<file path="src/rtl/rv32_pkg.sv">
// Shared RV32 definitions used by the fetch unit and its helpers.
package rv32_pkg;

  localparam int XLEN = 32;

  // Opcodes that can change control flow
  localparam logic [6:0] OP_JAL    = 7'b1101111;
  localparam logic [6:0] OP_JALR   = 7'b1100111;
  localparam logic [6:0] OP_BRANCH = 7'b1100011;

  // Fetch sequencer states
  typedef enum logic [1:0] {
    ST_RESET = 2'd0,
    ST_RUN   = 2'd1,
    ST_HALT  = 2'd2
  } fetch_state_e;

endpackage

</file>
<file path="src/rtl/fetch_predecode.sv">
// Combinational opcode classifier: flags words that may redirect control flow.
// Takes the whole word so the branch predictor can reuse it unchanged.
module fetch_predecode
  import rv32_pkg::*;
(
  input  logic [XLEN-1:0] word,
  input  logic            qualify,
  output logic            is_ctrl
);

  logic [6:0] opcode;
  logic       word_unused;

  assign opcode      = word[6:0];
  assign word_unused = ^word[XLEN-1:7];

  // Report jal/jalr/branch only when the caller says the word is live
  always_comb begin
    is_ctrl = 1'b0;
    if (qualify) begin
      case (opcode)
        OP_JAL, OP_JALR, OP_BRANCH: is_ctrl = 1'b1;
        default:                    is_ctrl = 1'b0;
      endcase
    end
  end

endmodule

</file>
<file path="src/rtl/instr_fetch_unit.sv">
// Instruction fetch unit: owns the PC, issues 1-cycle-latency word reads,
// pairs each returned word with its PC and handles pause, redirect and
// out-of-range halting.
module instr_fetch_unit
  import rv32_pkg::*;
#(
  parameter logic [XLEN-1:0] RESET_PC    = 32'h0000_0000,
  parameter int unsigned     MEM_WORDS   = 1024,
  parameter logic [XLEN-1:0] PRED_OFFSET = 32'd8
) (
  input  logic            clk,
  input  logic            rst,
  input  logic            l_pause,
  input  logic            redirect_valid,
  input  logic [XLEN-1:0] redirect_pc,
  output logic [XLEN-1:0] mem_addr,
  output logic            mem_renable,
  input  logic [XLEN-1:0] mem_rdata,
  output logic [XLEN-1:0] mem_addrpred,
  input  logic [XLEN-1:0] mem_rdata_pred,
  output logic            instr_valid,
  output logic [XLEN-1:0] instr,
  output logic [XLEN-1:0] instr_pc,
  output logic            pred_is_ctrl,
  output logic            fetch_misalign,
  output logic            fetch_oob,
  output logic [XLEN-1:0] fetch_count
);

  localparam logic [XLEN-1:0] MEM_WORDS_W = XLEN'(MEM_WORDS);

  // A byte address is fetchable when its word index lies inside the memory
  function automatic logic in_range(input logic [XLEN-1:0] addr);
    return (addr >> 2) < MEM_WORDS_W;
  endfunction

  fetch_state_e    state_q, state_d;
  logic [XLEN-1:0] pc_q;
  logic [XLEN-1:0] pc_plus4;
  logic [XLEN-1:0] redirect_target;
  logic            advance;
  logic            take_redirect;
  logic            consume;

  assign pc_plus4        = pc_q + 32'd4;
  assign redirect_target = {redirect_pc[XLEN-1:2], 2'b00};
  assign consume         = instr_valid && !l_pause && !redirect_valid;

  assign mem_addr     = pc_q;
  assign instr        = mem_rdata;
  assign mem_addrpred = instr_pc + PRED_OFFSET;

  // State register; reset forces the idle RESET state
  always_ff @(posedge clk) begin
    if (rst) state_q <= ST_RESET;
    else     state_q <= state_d;
  end

  // Next-state and control decode; redirect wins over pause outside RESET
  always_comb begin
    state_d       = state_q;
    mem_renable   = 1'b0;
    fetch_oob     = 1'b0;
    advance       = 1'b0;
    take_redirect = 1'b0;
    case (state_q)
      ST_RESET: begin
        state_d = in_range(pc_q) ? ST_RUN : ST_HALT;
      end
      ST_RUN: begin
        mem_renable = 1'b1;
        if (redirect_valid) begin
          take_redirect = 1'b1;
          state_d       = in_range(redirect_target) ? ST_RUN : ST_HALT;
        end else if (!l_pause) begin
          advance = 1'b1;
          state_d = in_range(pc_plus4) ? ST_RUN : ST_HALT;
        end
      end
      ST_HALT: begin
        fetch_oob = 1'b1;
        if (redirect_valid) begin
          take_redirect = 1'b1;
          state_d       = in_range(redirect_target) ? ST_RUN : ST_HALT;
        end
      end
      default: state_d = ST_RESET;
    endcase
  end

  // PC, delivered-instruction tracking, misalignment flag and delivery count
  always_ff @(posedge clk) begin
    if (rst) begin
      pc_q           <= RESET_PC;
      instr_pc       <= '0;
      instr_valid    <= 1'b0;
      fetch_misalign <= 1'b0;
      fetch_count    <= '0;
    end else begin
      if (consume) fetch_count <= fetch_count + 32'd1;
      if (take_redirect) begin
        pc_q           <= redirect_target;
        instr_valid    <= 1'b0;
        fetch_misalign <= (redirect_pc[1:0] != 2'b00);
      end else if (advance) begin
        pc_q        <= pc_plus4;
        instr_pc    <= pc_q;
        instr_valid <= 1'b1;
      end else if (state_q == ST_HALT && !l_pause) begin
        instr_valid <= 1'b0;
      end
    end
  end

  fetch_predecode u_predecode (
    .word    (mem_rdata_pred),
    .qualify (instr_valid),
    .is_ctrl (pred_is_ctrl)
  );

endmodule

</file>
<file path="config.mk">
export PLATFORM = sky130hd
export DESIGN_NAME = instr_fetch_unit
export DESIGN_NICKNAME = d
export VERILOG_FILES = /design/src/rtl/rv32_pkg.sv /design/src/rtl/fetch_predecode.sv /design/src/rtl/instr_fetch_unit.sv
export SDC_FILE = /design/constraint.sdc
export NUM_CORES = 1
export LEC_CHECK = 0
export ABC_CLOCK_PERIOD_IN_PS = 2500
export CAP_MARGIN = 20
export CORE_MARGIN = 2
export CORE_UTILIZATION = 42
export CTS_BUF_LIST = sky130_fd_sc_hd__clkbuf_4 sky130_fd_sc_hd__clkbuf_8 sky130_fd_sc_hd__clkbuf_16
export CTS_CLUSTER_DIAMETER = 50
export DETAILED_ROUTE_END_ITERATION = 10
export PLACE_DENSITY = 0.84
export SETUP_SLACK_MARGIN = 0.3
export SYNTH_ARGS = -nofsm -noshare
export SYNTH_HDL_FRONTEND = slang
export SYNTH_SLANG_ARGS = --single-unit
</file>
<file path="constraint.sdc">
create_clock -name clk -period 2.5 [get_ports clk]
set_input_delay 0.375 -clock clk [delete_from_list [all_inputs] [get_ports clk]]
set_output_delay 0.375 -clock clk [all_outputs]
set_load 0.01 [all_outputs]
</file>
==> results of run 1 <==
## metal layers
layer / GRT usage (%) / up-vias
met1: 32.7 / 3027
met4: 10.1 / 0
li1: - / 2980
met2: 41.9 / 423
met5: 0 / -
met3: 6.04 / 110
## state kept, by name, indices dropped and copies added (netlist names)
| name | flops |
|---|---|
| fetch_count | 32 |
| instr_pc | 30 |
| mem_addr | 30 |
| state_q | 2 |
| fetch_misalign | 1 |
| instr_valid | 1 |
## cells in the final DEF, fill, tap and decap left out, drive strengths merged, types with 3 or more instances in the layout
cell type / n
a211oi: 4
a21oi: 58
a221oi: 9
a222oi: 3
a22oi: 5
a31oi: 10
and2: 3
and3: 15
and4: 10
buf: 135
clkbuf: 11
clkdlybuf4s50: 143
conb: 6
dfxtp: 96
dlygate4sd2: 8
ha: 7
inv: 8
nand2: 123
nand3: 32
nand4: 22
nor2: 78
nor2b: 3
nor3: 21
nor4: 20
o211ai: 4
o21ai: 27
or3: 7
xnor2: 40
xor2: 28
## area by class of cell
class	count	area share (%)
clock inverters	6	0.916
multi-input cells	556	40.9
inverters	7	0.305
flip-flops and latches	96	22.6
well taps	176	2.56
clock buffers	10	2.78
repair buffers	289	29.9
## final timing paths
| kind | cells after the start | slack (ps) | end |
|---|---|---|---|
| worst max-delay path | 11 | 40 | state_q[1] |
| worst min-delay path | 4 | 430 | state_q[1] |
| worst max register to register | 11 | 40 | state_q[1] |
| worst min register to register | 2 | 490 | instr_pc[31] |
## stage by stage
stage / power [mW] / utilization [%] / cells / instance area (um^2) / setup slack (ps)
after floorplan: 2.78 / - / 748 / 5650 / 260
after global placement: 3.47 / 59.2 / 1095 / 7780 / 26.1
after detailed placement: 3.50 / 59.2 / 1095 / 7780 / 0.565
after CTS: 5.04 / 63.6 / 1131 / 8360 / 135
after global routing: 5.46 / 65.5 / 1140 / 8610 / 37.1
final: 5.25 / 65.5 / 1140 / 8610 / 40.0
## where the power goes
| group | total [mW] | switching (mW) | internal [mW] |
|---|---|---|---|
| clock network | 1.49 | 0.670 | 0.818 |
| logic | 1.95 | 1.08 | 0.873 |
| registers | 1.81 | 0.152 | 1.66 |
| total | 5.25 | 1.90 | 3.35 |
## critical path, stage by stage, from the launching register on
cell	delay, ps
dfxtp_1	410
nand4_1	190
buf_4	200
nor3_2	180
buf_4	190
buf_4	120
nand3_2	100
xor2_2	270
o2111ai_2	170
nor4_4	280
buf_4	170
a221oi_2	50
## what timing repair did
action                                  in CTS  in global routing
pin swaps                                   27                 20
resized for setup                          109                 44
endpoints found under the setup margin      25                 26
setup buffers                               20                  9
## cells by family (layout without fill, tap and decap cells)
family          count (synthesis)  in the layout  synth area share, %
xor+xnor                       68             68                 10.6
compound gates                133            133                 14.3
mux                             1              1                0.179
simple gates                  341            341                 29.7
flops                          96             96                 34.3
buf+inv                        96            312                 9.29
fa+ha+maj                       7              7                 1.56
other cells                     1              6               0.0669
==> out/qor.txt, run 1 <==
Metal3 WL - 2300 um
Num CTS Buffers - 9
GPL Wtd Cong - 0.952
Metal-1 WL - 7710 um
Root Buffer - clkbuf_16
Via count - 6,540
Top cells by count, synth - 123 x nand2_1, 96 x dfxtp_1, 78 x nor2_1, 58 x a21oi_1, 40 x xnor2_1
Number of global-route vias before repair - 5,857
Top sig layer - met4
Ports - 265
Final Hold Vio Count - 0
Port bufs - 169
Min Tclk post-route - 2460 ps
Seq/Total Area, Yosys - 34.3%
Library cells used by synthesis - 50
TritonCTS clock tree - done
Worst EP arrival - 2680 ps
Setup violators final - 0
Startpoint Class - register
# hold bufs at CTS - 0
Filler cell count in the final layout - 1,007
Die ar. - 14,300 um^2
Leak - 3.34 nW
Final net count - 1,066
Drt wl/cell - 18.0 um
Post-synth top area share - 34.3%
Aggregate global routing overflow - 0
Initial antenna violation count - 0
Peak supply drop - 0.355 mV
Dpl hpwl - 12,900 um
Yosys reg bits - 96
Area grow syn2layout - 53.6%
Area contributors post-synth - dfxtp_1 34%, nand2_1 8.2%, xnor2_1 6.3%
Min-delay worst type - input port to register
Slew HR - 56.0%
DR WL met2 - 9510 um
Hold path start - rst
YS warnings - 0
TritonCTS Sinks - 96
Worst-path fanout max - 4
Syn Std Cell Area - 5610 um^2
Critical register-to-register path startpoint - mem_addr[6]
Pwr per Cell Area - 610 nW/um^2
Area leader, netlist - dfxtp_1
Total number of H-tree levels - 3
Skew-Pair Late Insertion Delay - 350 ps
Clock skew - 12.8 ps
ANT nets after route - 0
Status - finished clean
Fmax - 407 MHz
Initial core utilization - 42.7%
Hold slack - 430 ps
Worst path required time - 2720 ps
Global Route Usage Sum - 25.6%
Syn_area_per_cell - 7.54 um^2
Max Cap Viol - 0
Pin count of the biggest net entering global routing - 65
Pins Over Slew Limit - 0
Layout cell share with drive strength beyond 1 - 24.0%
FFs w/ async S/R, synth - 0%
DRC violations left - 0
Crit end category - register
Syn Inst Count - 743
RSZ-0062 raised after global routing - yes
Die Y - 120 um
First-pass GRT wire length - 29,700 um
Main synth FF type - dfxtp_1
Post-synth EDFFs - 0
Tcrit/Tclk final - 98.4%
Cell Rows - 42
Worst slew pin tran - 661 ps
Worst setup path start - mem_addr[6]
Initial DRC count - 856
Die outline width - 120 um
Most common cell in the netlist - nand2_1
Vias per std cell - 5.74
Core ar. - 13,100 um^2
Detailed Route WL - 20,600 um
DR pass1 iterations - 8
Clock slew at reported path FFs - 70 ps
Multi-input gate area - 3520 um^2
Storage cell area - 1950 um^2
CTS Buffer Depth - 2
Setup_tns - 0 ps
Antenna Cells - 0
Critical path class - register to register
No activity file was read; power rests on OpenSTA's default activity.
==> run 2, diff against run 1 <==
--- a/config.mk
+++ b/config.mk
@@ -12,6 +12,8 @@
 export CTS_BUF_LIST = sky130_fd_sc_hd__clkbuf_4 sky130_fd_sc_hd__clkbuf_8 sky130_fd_sc_hd__clkbuf_16
 export CTS_CLUSTER_DIAMETER = 50
 export DETAILED_ROUTE_END_ITERATION = 10
+export GPL_ROUTABILITY_DRIVEN = 1
+export MAX_ROUTING_LAYER = met4
 export PLACE_DENSITY = 0.84
 export SETUP_SLACK_MARGIN = 0.3
 export SYNTH_ARGS = -nofsm -noshare
==> run 2 against run 1 <==
  * Combinational power shrank 7%
  * Clock skew fell by 1.7 ps
  * Register-to-register slack gained 30 ps
  * Sequential share of layout area up 0.52 points
  * Non-clock buffer count is 3 lower
  * Critical endpoint unchanged
  * Sequential power is essentially flat
  * Critical path depth shrank 2
  * Via count fell by 2.9%
==> out/qor.txt, run 2 (synthesized netlist as in run 1, its figures left out) <==
Worst-path fanout max - 4 (unchanged)
Layout cell share with drive strength beyond 1 - 21.6% (-2.3 points)
Drt wl/cell - 16.8 um (-6.7%)
TritonCTS Sinks - 96 (unchanged)
Initial core utilization - 42.7% (unchanged)
Port bufs - 169 (unchanged)
Num CTS Buffers - 9 (unchanged)
Fmax - 412 MHz (+1.4%)
Most common cell after layout, fill and taps aside - clkdlybuf4s50_1
Status - finished clean
Vias per std cell - 5.59 (-2.6%)
Multi-input gate area - 3390 um^2 (-3.8%)
Worst slew pin tran - 543 ps (-118 ps)
TritonCTS clock tree - done
ANT nets after route - 0 (unchanged)
Worst reg2reg setup slack - 70 ps (+30 ps)
Number of global-route vias before repair - 5,817 (-0.68%)
Capture point of the worst reg-to-reg path - state_q[1]
Worst setup path start - mem_addr[4]
CP endpoint - state_q[1]
Pins Over Slew Limit - 0 (unchanged)
First-pass GRT wire length - 28,500 um (-4.1%)
Crit end category - register
Root Buffer - clkbuf_16
Metal-1 WL - 7610 um (-1.4%)
Global Route Usage Sum - 25.3% (-0.35 points)
Final net count - 1,063 (-0.28%)
Final worst slack - 73.9 ps (+33.9 ps)
Top sig layer - met4
Max Cap Viol - 0 (unchanged)
Via count - 6,353 (-2.9%)
Antenna Cells - 0 (unchanged)
Worst EP arrival - 2660 ps (-20 ps)
Pwr per Cell Area - 598 nW/um^2 (-2.0%)
Dpl hpwl - 13,100 um (+1.5%)
Area grow syn2layout - 50.2%
Initial antenna violation count - 0 (unchanged)
RSZ-0062 raised after global routing - yes
DRC violations left - 0 (unchanged)
Die Y - 120 um (unchanged)
Overall power - 5.03 mW (-4.1%)
Worst path required time - 2730 ps (about the same)
Final Hold Vio Count - 0 (unchanged)
Commonest non-fill, non-tap cells in the layout - 142 x clkdlybuf4s50_1, 121 x nand2_1, 108 x buf_4, 78 x dfxtp_1, 74 x nor2_1
Min Tclk post-route - 2430 ps (-33.9 ps)
Leak - 3.26 nW (-2.3%)
Filler cell count in the final layout - 1,036 (+2.9%)
Initial DRC count - 694 (-19%)
Die outline width - 120 um (unchanged)
CTS Buffer Depth - 2 (unchanged)
Skew-Pair Late Insertion Delay - 360 ps (about the same)
Die ar. - 14,300 um^2 (unchanged)
Non-Filler Instances - 1,137 (-0.26%)
Dpl cells - 1,094 (-0.091%)
Ports - 265 (unchanged)
Clock slew at reported path FFs - 80 ps (about the same)
Peak supply drop - 0.495 mV (+40%)
Aggregate global routing overflow - 0 (unchanged)
Metal3 WL - 1790 um (-22%)
Setup violators final - 0 (unchanged)
Cell Rows - 42 (unchanged)
Critical register-to-register path startpoint - mem_addr[4]
Total number of H-tree levels - 3 (unchanged)
# hold bufs at CTS - 0 (unchanged)
Startpoint Class - register
Min-delay worst type - input port to register
Worst reg2reg path depth - 9 (-2)
Clock skew - 11.1 ps (-1.74 ps)
Pin count of the biggest net entering global routing - 65 (unchanged)
DR pass1 iterations - 9 (+1)
GPL Wtd Cong - 0.918 (-3.6%)
Core ar. - 13,100 um^2 (unchanged)
DR WL met2 - 8880 um (-6.7%)
Critical path class - register to register
Dpl ws - -72.0 ps (-72.6 ps)
Max reg flops - 32 (unchanged)
Detailed Route WL - 19,100 um (-6.9%)
Largest reg by FF count - fetch_count
Slew HR - 63.8% (+7.9 points)
Tcrit/Tclk final - 97.0% (-1.4 points)
Storage cell area - 1950 um^2 (about the same)
run 2: changes by cell type in the layout (fill, tap and decap cells not counted), moves of 2 or more:
| cell | delta |
|---|---|
| nand3_1 | +5 |
| nand3_2 | -5 |
| nand2_1 | +4 |
| nand2_2 | -3 |
| xnor2_1 | +3 |
| xnor2_2 | -3 |
| buf_12 | -2 |
| clkinvlp_4 | -2 |
| dfxtp_2 | -2 |
| inv_8 | +2 |
| nor4_1 | +2 |
| nor4_4 | -2 |
run 2: what timing repair did:
action / 4_1_cts / 5_1_grt
pin swaps: 13 / 19
buffers inserted: 15 / 12
setup endpoints to repair: 25 / 25
gates resized for setup: 93 / 38
run 2: power by group:
part | switching [mW] | internal (mW) | leakage (nW) | total (mW)
Sequential | 0.141 | 1.66 | 0.785 | 1.80
Clock | 0.696 | 0.714 | 0.150 | 1.41
Combinational | 1.00 | 0.822 | 2.33 | 1.82
run 2: worst min-delay path by stage:
stage / start / end / slack, ps / cells after the start
floorplan: instr_pc[2] / instr_pc[2] / 490 / 2
global placement: instr_pc[2] / instr_pc[2] / 460 / 2
detailed placement: instr_pc[2] / instr_pc[2] / 480 / 2
CTS: rst / mem_addr[21] / 470 / 2
global route: rst / mem_addr[22] / 510 / 2
finish: rst / mem_addr[21] / 480 / 2
run 2: area by class of cell:
class | count | area share, %
multi-input cells | 556 | 40.3
repair buffers | 286 | 30.0
flip-flops and latches | 96 | 23.1
clock buffers | 9 | 2.67
well taps | 176 | 2.61
clock inverters | 7 | 0.966
inverters | 7 | 0.312
run 2: per-stage QoR:
stage / utilization [%] / TNS, ps / cell area, um^2 / hold slack [ps]
CTS: 62.6 / 0 / 8220 / 474
detailed placement: 59.1 / -79.0 / 7760 / 480
global placement: 59.1 / 0 / 7760 / 461
global route: 64.1 / 0 / 8420 / 512
finish: 64.1 / 0 / 8420 / 477
floorplan: - / 0 / 5650 / 493
run 2: worst max-delay path: stages, from the launching register on:
cell and delay, ps:
dfxtp_2 350, buf_6 120, nand4_1 120, or4_4 590, nor3_4 210, a31oi_1 110
a211o_1 250, nor4_2 320, buf_4 180, a221oi_1 60
run 2: metal layers:
metal / GRT usage, % / vias up
li1: - / 2969
met2: 40.7 / 362
met4: 10.4 / 0
met5: - / -
met1: 31.3 / 2942
met3: 4.80 / 80
